## src/rtl/lfsr_target_gen.sv

```systemverilog
// ---------------------------------------------------------------------------
// lfsr_target_gen
//
// Pseudo-random target generator for the LED-catch game. A Galois LFSR is
// stepped once per prescaled tick; each new LFSR value is sliced into a
// (row, col) coordinate on a 2**COORD_W x 2**COORD_W LED matrix and offered
// to the matrix selection logic through a valid/ready handshake.
//
// Parameters
//   LFSR_W   LFSR width (8..32)
//   TAPS     Galois feedback mask, LFSR_W bits
//   SEED     reset / fallback seed, nonzero, LFSR_W bits
//   DIV      tick period in enabled clocks (>= 1)
//   COORD_W  coordinate width, 2*COORD_W <= LFSR_W
//
// Ports
//   clock       rising-edge clock
//   reset       asynchronous, active-high reset
//   enable      advances prescaler / LFSR while high
//   seed_load   synchronous seed load strobe (highest priority after reset)
//   seed_in     seed value used by seed_load (zero selects SEED)
//   out_valid   a target is being presented
//   out_ready   consumer accepts the presented target
//   row, col    target coordinate
//   onehot_col  1 << col, column drive pattern
//   addr_base   row << COORD_W, matrix row base address
//   lfsr_state  current LFSR register (debug)
//
// Optional build macro
//   LFSR_TARGET_AVOID_REPEAT_EN  reject samples equal to the last
//                                transferred target (initially (0,0)).
// ---------------------------------------------------------------------------
module lfsr_target_gen #(
  parameter int                LFSR_W  = 16,
  parameter logic [LFSR_W-1:0] TAPS    = 16'hB400,
  parameter logic [LFSR_W-1:0] SEED    = 16'hACE1,
  parameter int                DIV     = 10,
  parameter int                COORD_W = 3
) (
  input  logic                   clock,
  input  logic                   reset,
  input  logic                   enable,
  input  logic                   seed_load,
  input  logic [LFSR_W-1:0]      seed_in,
  output logic                   out_valid,
  input  logic                   out_ready,
  output logic [COORD_W-1:0]     row,
  output logic [COORD_W-1:0]     col,
  output logic [2**COORD_W-1:0]  onehot_col,
  output logic [2*COORD_W-1:0]   addr_base,
  output logic [LFSR_W-1:0]      lfsr_state
);

  localparam int            MAT_N   = 2**COORD_W;
  localparam int            PS_W    = (DIV > 1) ? $clog2(DIV) : 1;
  localparam logic [PS_W-1:0] PS_LAST = PS_W'(DIV - 1);

  logic [LFSR_W-1:0]  lfsr_q, lfsr_d;
  logic [PS_W-1:0]    prescaler_q, prescaler_d;
  logic               out_valid_q, out_valid_d;
  logic [COORD_W-1:0] row_q, row_d;
  logic [COORD_W-1:0] col_q, col_d;

  logic               tick;
  logic               xfer;
  logic               accept;
  logic               capture;
  logic [LFSR_W-1:0]  lfsr_next;
  logic [COORD_W-1:0] samp_row;
  logic [COORD_W-1:0] samp_col;

`ifdef LFSR_TARGET_AVOID_REPEAT_EN
  logic [COORD_W-1:0] last_row_q, last_row_d;
  logic [COORD_W-1:0] last_col_q, last_col_d;
  logic [COORD_W-1:0] ref_row;
  logic [COORD_W-1:0] ref_col;
`endif

  // Tick, LFSR step and sample slicing
  always_comb begin
    tick      = enable && (prescaler_q == PS_LAST);
    lfsr_next = (lfsr_q >> 1) ^ (lfsr_q[0] ? TAPS : '0);
    samp_col  = lfsr_next[COORD_W-1:0];
    samp_row  = lfsr_next[2*COORD_W-1:COORD_W];
    xfer      = out_valid_q && out_ready;
  end

`ifdef LFSR_TARGET_AVOID_REPEAT_EN
  // When a transfer happens on the same edge, the target leaving now becomes
  // the "last transferred" one, so the new sample is compared against it.
  always_comb begin
    ref_row = xfer ? row_q : last_row_q;
    ref_col = xfer ? col_q : last_col_q;
    accept  = !((samp_row == ref_row) && (samp_col == ref_col));
  end
`else
  always_comb begin
    accept = 1'b1;
  end
`endif

  // Capture only when the output slot is free or being emptied this edge;
  // otherwise the sample is dropped while the LFSR keeps stepping.
  always_comb begin
    capture = tick && (!out_valid_q || xfer) && accept;
  end

  // Next-state selection
  always_comb begin
    lfsr_d      = lfsr_q;
    prescaler_d = prescaler_q;
    out_valid_d = out_valid_q;
    row_d       = row_q;
    col_d       = col_q;
`ifdef LFSR_TARGET_AVOID_REPEAT_EN
    last_row_d  = last_row_q;
    last_col_d  = last_col_q;
`endif

    if (seed_load) begin
      // A zero seed would lock the LFSR up, so fall back to SEED.
      lfsr_d      = (seed_in == '0) ? SEED : seed_in;
      prescaler_d = '0;
      out_valid_d = 1'b0;
    end else begin
      if (enable) begin
        prescaler_d = tick ? '0 : prescaler_q + PS_W'(1);
      end
      if (tick) begin
        lfsr_d = lfsr_next;
      end
      if (capture) begin
        row_d       = samp_row;
        col_d       = samp_col;
        out_valid_d = 1'b1;
      end else if (xfer) begin
        out_valid_d = 1'b0;
      end
`ifdef LFSR_TARGET_AVOID_REPEAT_EN
      if (xfer) begin
        last_row_d = row_q;
        last_col_d = col_q;
      end
`endif
    end
  end

  // State registers
  always_ff @(posedge clock or posedge reset) begin
    if (reset) begin
      lfsr_q      <= SEED;
      prescaler_q <= '0;
      out_valid_q <= 1'b0;
      row_q       <= '0;
      col_q       <= '0;
`ifdef LFSR_TARGET_AVOID_REPEAT_EN
      last_row_q  <= '0;
      last_col_q  <= '0;
`endif
    end else begin
      lfsr_q      <= lfsr_d;
      prescaler_q <= prescaler_d;
      out_valid_q <= out_valid_d;
      row_q       <= row_d;
      col_q       <= col_d;
`ifdef LFSR_TARGET_AVOID_REPEAT_EN
      last_row_q  <= last_row_d;
      last_col_q  <= last_col_d;
`endif
    end
  end

  // Outputs; decoded forms come straight from the coordinate registers
  always_comb begin
    out_valid  = out_valid_q;
    row        = row_q;
    col        = col_q;
    lfsr_state = lfsr_q;
    onehot_col = MAT_N'(1) << col_q;
    addr_base  = {row_q, {COORD_W{1'b0}}};
  end

endmodule
```

## config.mk

```make
export PLATFORM = sky130hd
export DESIGN_NAME = lfsr_target_gen
export DESIGN_NICKNAME = d
export VERILOG_FILES = /design/src/rtl/lfsr_target_gen.sv
export SDC_FILE = /design/constraint.sdc
export NUM_CORES = 1
export LEC_CHECK = 0
export CAP_MARGIN = 20
export CORE_MARGIN = 1.5
export CORE_UTILIZATION = 30
export DETAILED_ROUTE_END_ITERATION = 6
export RECOVER_POWER = 50
export SLEW_MARGIN = 20
export SYNTH_ARGS = -nofsm -noshare
export SYNTH_HDL_FRONTEND = slang
export SYNTH_SLANG_ARGS = --single-unit
export TNS_END_PERCENT = 20
```

## constraint.sdc

```tcl
create_clock -name clock -period 4.3 [get_ports clock]
set_clock_uncertainty 0.1 [all_clocks]
set_input_delay 0.645 -clock clock [delete_from_list [all_inputs] [get_ports clock]]
set_output_delay 0.645 -clock clock [all_outputs]
set_load 0.05 [all_outputs]
```

== Yosys cells after proc, flatten, opt, wreduce, memory -nomap -nowiden ==
Cells that the tools add are included.
Word-level totals
  word-level logic and storage cells: 30
  output and inout bits: 37
  register bits: 27
  bits of input ports: 21
Operators by class
  add/subtract/negate cells: 1
  shift-type cells: 1
  reduce and logical (&&, ||, !) cells: 10
  bitwise gates (word level): 2
  mux-type cells: 10
  eq/ne operators: 1
Operators with widths (number)
  $mux W16: 4
  $logic_not A16 Y1: 1
  $xor A15 B16 Y16: 1
  $mux W4: 3
  $shl A1 B3 Y8 const A: 1
  $add A4 B1 Y4 const B: 1
  $eq A4 B4 Y1 const B: 1
  $reduce_bool A2 Y1: 2
  $logic_and A1 B1 Y1: 3
  $mux W1: 3
  $reduce_bool A3 Y1: 1
  $reduce_and A2 Y1: 1
  $logic_not A1 Y1: 1
  $logic_or A1 B1 Y1: 1
  $not A1 Y1: 1

== Logic depth before layout (Yosys ltp) ==
  depth after elaboration: 5
  mapped depth: 6
  mapped depth without buffers: 5

== Worst setup path before layout ==
Ideal clock, no wire load.
  path kind: flip-flop to output port
  from: register col_q[1] (netlist: col[1])
  to: output onehot_col[2]
  data arrival time: 1.942 ns
  data required time: 3.555 ns
  setup slack: 1.613 ns
  stages on the path, launching flop included: 2
  buffers on the path: 0
  cell sequence: dfrtp_1 > nor3b_1
Between the ends
  longest elaborated chain between the ends: 1
RTL lines
  start, declared: line 62  | logic [COORD_W-1:0] col_q, col_d;
  start signal, assigned: line 165  | col_q <= col_d;
  $shl A1 B3 Y8: line 179  | onehot_col = MAT_N'(1) << col_q;
  end, declared: line 49  | output logic [2**COORD_W-1:0] onehot_col,
Every way passes these cells.

== Worst setup path after layout ==
  from: input enable
  to: register lfsr_q[3] (netlist: lfsr_state[3])
Between the ends
  longest elaborated chain between the ends: 2
RTL lines
  start, declared: line 42  | input logic enable,
  $logic_and A1 B1 Y1: line 81  | tick = enable && (prescaler_q == PS_LAST);
  $reduce_bool A2 Y1 (no source line)
  end signal, assigned: line 161  | lfsr_q <= lfsr_d;
  end, declared: line 58  | logic [LFSR_W-1:0] lfsr_q, lfsr_d;
Every way passes these cells.
A chain may end at the register's enable or synchronous reset.

==> reports/metrics.yaml <==
status: "completed"
crit_required_ps: 4350
critPathKind: "input pin to flip-flop"
cp_max_fo: 20
yosysTopAreaCell: "dfrtp_1"
min_path_cells: 1
drt_iter0_markers: 19
multiInputGateArea_sq_um: 641
yosysSeqAreaShare_pct: 47.5
cts_buffers: 3
switching_share_pct: 31.2
vias_per_cell: 4.81
slew-limit-headroom_pct: 10.6
clk_latency_ps: 270
synthArstFlopShare_pct: 100
ys_top_cells_by_count: "dfrtp_1, mux2i_1, nand2_1, inv_1, o21ai_0"
place.gp.congestion: 0.805
io_buffer_count: 54
yosysMostFrequentCell: "dfrtp_1"
p_leak_nw: 0.966
synth_edf_count: 0
grt_usage_pct: 13.2
timing.rr.start: "prescaler_q[0]"
row_count: 25
clk_pin_slew_worst_paths_ps: 90
ys_top_cells_by_area: "dfrtp_1, dfstp_2, mux2i_1, mux2_2, a22oi_1"
hold_end: "row[1]"
drive_gt1_share_pct: 10.3
startpoint_type: "input pin"
rrSetupSlack_ps: 1920
p_int_mw: 0.395
finalMaxSlewViolations: 0
cts_hold_buf: 0
comb_power_share_pct: 24.8
io_pins: 58
synth-main-ff-cell: "dfrtp_1"
ctsResizeCount: 0
cts_sinks: 27
end_kind: "flip-flop"
hp-class: "flip-flop to flip-flop"
hp-start: "row[1]"
worst_pin_slew_ps: 1340
wire_per_inst_um: 14.0
htreeDepth: 1
grt_max_degree: 28
vias: 1150
antenna_found_initial: 0
post-route-min-period_ps: 2760
seq_area_sq_um: 686
synth_area_sq_um: 1440
switchingPower_mw: 0.179
start_util_pct: 30.7
finalSetupViolations: 0
synth_cells: 133
cts_buffer_depth: 2
drt_drc_violations_left: 0
nets: 209
fin_crit_sh_pct: 64.2
finalHoldViolations: 0
ant_nets: 0
finalSetupTns_ps: 0
crit_start: "enable"
hpwl_um: 2470
num_antenna_cells: 0
cap_violations: 0
hold_ws_ps: 453
layout-area-overhead-vs-synth_pct: 40.9
firstDrtPassIters: 4
core_sq_um: 4690
stdcell_area_sq_um: 2030
clockPowerShare_pct: 24.5
cts_tree: "done"
fmax_mhz: 362
clock-root-buffer: "clkbuf_8"
pwr-share-seq_pct: 50.6
synth_top_area_share_pct: 33.0
grt_pass1_vias: 1152
die_w_um: 72.3
grt_pass1_wl_um: 5480
arrival_ps: 2810
die_y_um: 72.3
synth.avg_cell_area_sq_um: 10.8
peakVddDrop_uv: 132
yosysUniqueCellTypes: 30
die_area_sq_um: 5230
ys_ff_latch: 27
grt_setup_unrepaired: "no"
r2r-end: "lfsr_state[3]"
post_cts_buffers: 0
gr-total-overflow: 0
power_density_nw_per_um2: 283
rr_worst_depth: 5
fillers: 449
ys.warnings.count: 0
placed_area_sq_um: 2010
drt_wl_total_um: 3350
-- worst max-delay path: stages --
cell           delay, ps
dlygate4sd3_1        640
nand4b_1             150
clkbuf_1            1000
mux2i_1              280
o21ai_0               90
-- state kept, by name (all words and copies together), names as in the netlist --
signal       count
row              3
lfsr_state      16
prescaler_q      4
col              3
out_valid        1
-- cell usage in the layout, fill, tap and decap left out, types with 3 or more instances in the layout --
cell type         n
clkdlybuf4s50_1  52
dfrtp_1          19
mux2i_1          16
nand2_1          11
o21ai_0          10
inv_1            10
a22oi_1           8
dfstp_2           8
mux2_2            6
nor3b_1           4
a21oi_1           4
nor4_1            4
nand2b_1          3
xor2_1            3
conb_1            3
clkbuf_8          3
-- layer usage --
metal / up-vias / GRT usage, % / part of all wire [%] / wire length (um)
met5: - / 0 / 0 / 0
met4: 0 / 4.40 / 0.90 / 30
met3: 4 / 1.94 / 6.2 / 208
met2: 46 / 22.1 / 47 / 1590
met1: 537 / 17.5 / 45 / 1520
li1: 563 / - / - / -
-- worst max path at each step --
stage,end,cells after the start,slack (ps)
after floorplan,onehot_col[2],1,1610
after global placement,lfsr_state[10],5,1830
after detailed placement,lfsr_state[10],5,1770
after CTS,onehot_col[1],2,1730
after global routing,lfsr_state[6],5,1420
final,lfsr_state[3],5,1540
-- power groups by stage --
stage | Combinational (mW) | Clock [mW] | Sequential [mW]
2_1_floorplan | 0.0409 | 0 | 0.340
3_3_place_gp | 0.144 | 0 | 0.295
3_5_place_dp | 0.145 | 0 | 0.296
4_1_cts | 0.145 | 0.147 | 0.291
5_1_grt | 0.152 | 0.159 | 0.294
6_report | 0.143 | 0.141 | 0.291
-- kinds of logic after synthesis --
family	share of synthesized area (%)
simple gates	14.2
buf+inv	7.37
fa+ha+maj	1.73
compound gates	10.7
mux	15.8
flops	47.5
other cells	0.260
xor+xnor	2.43
-- metrics by stage --
step / power [mW] / worst slack [ps] / std cells / utilization [%]
6_report: 0.575 / 1540 / 239 / 43.3
5_1_grt: 0.605 / 1420 / 239 / 43.3
4_1_cts: 0.584 / 1730 / 239 / 43.8
3_5_place_dp: 0.441 / 1770 / 235 / 42.8
3_3_place_gp: 0.439 / 1830 / 235 / 42.8
2_1_floorplan: 0.381 / 1610 / 135 / -
-- final cells by class --
| cell class | instances | area share, % |
|---|---|---|
| clock buffer | 4 | 2.22 |
| tap | 54 | 3.33 |
| timing repair buffer | 56 | 27.2 |
| multi-input combinational | 87 | 31.5 |
| sequential | 27 | 33.7 |
| inverter | 11 | 2.03 |
(Power assumes the default switching activity.)
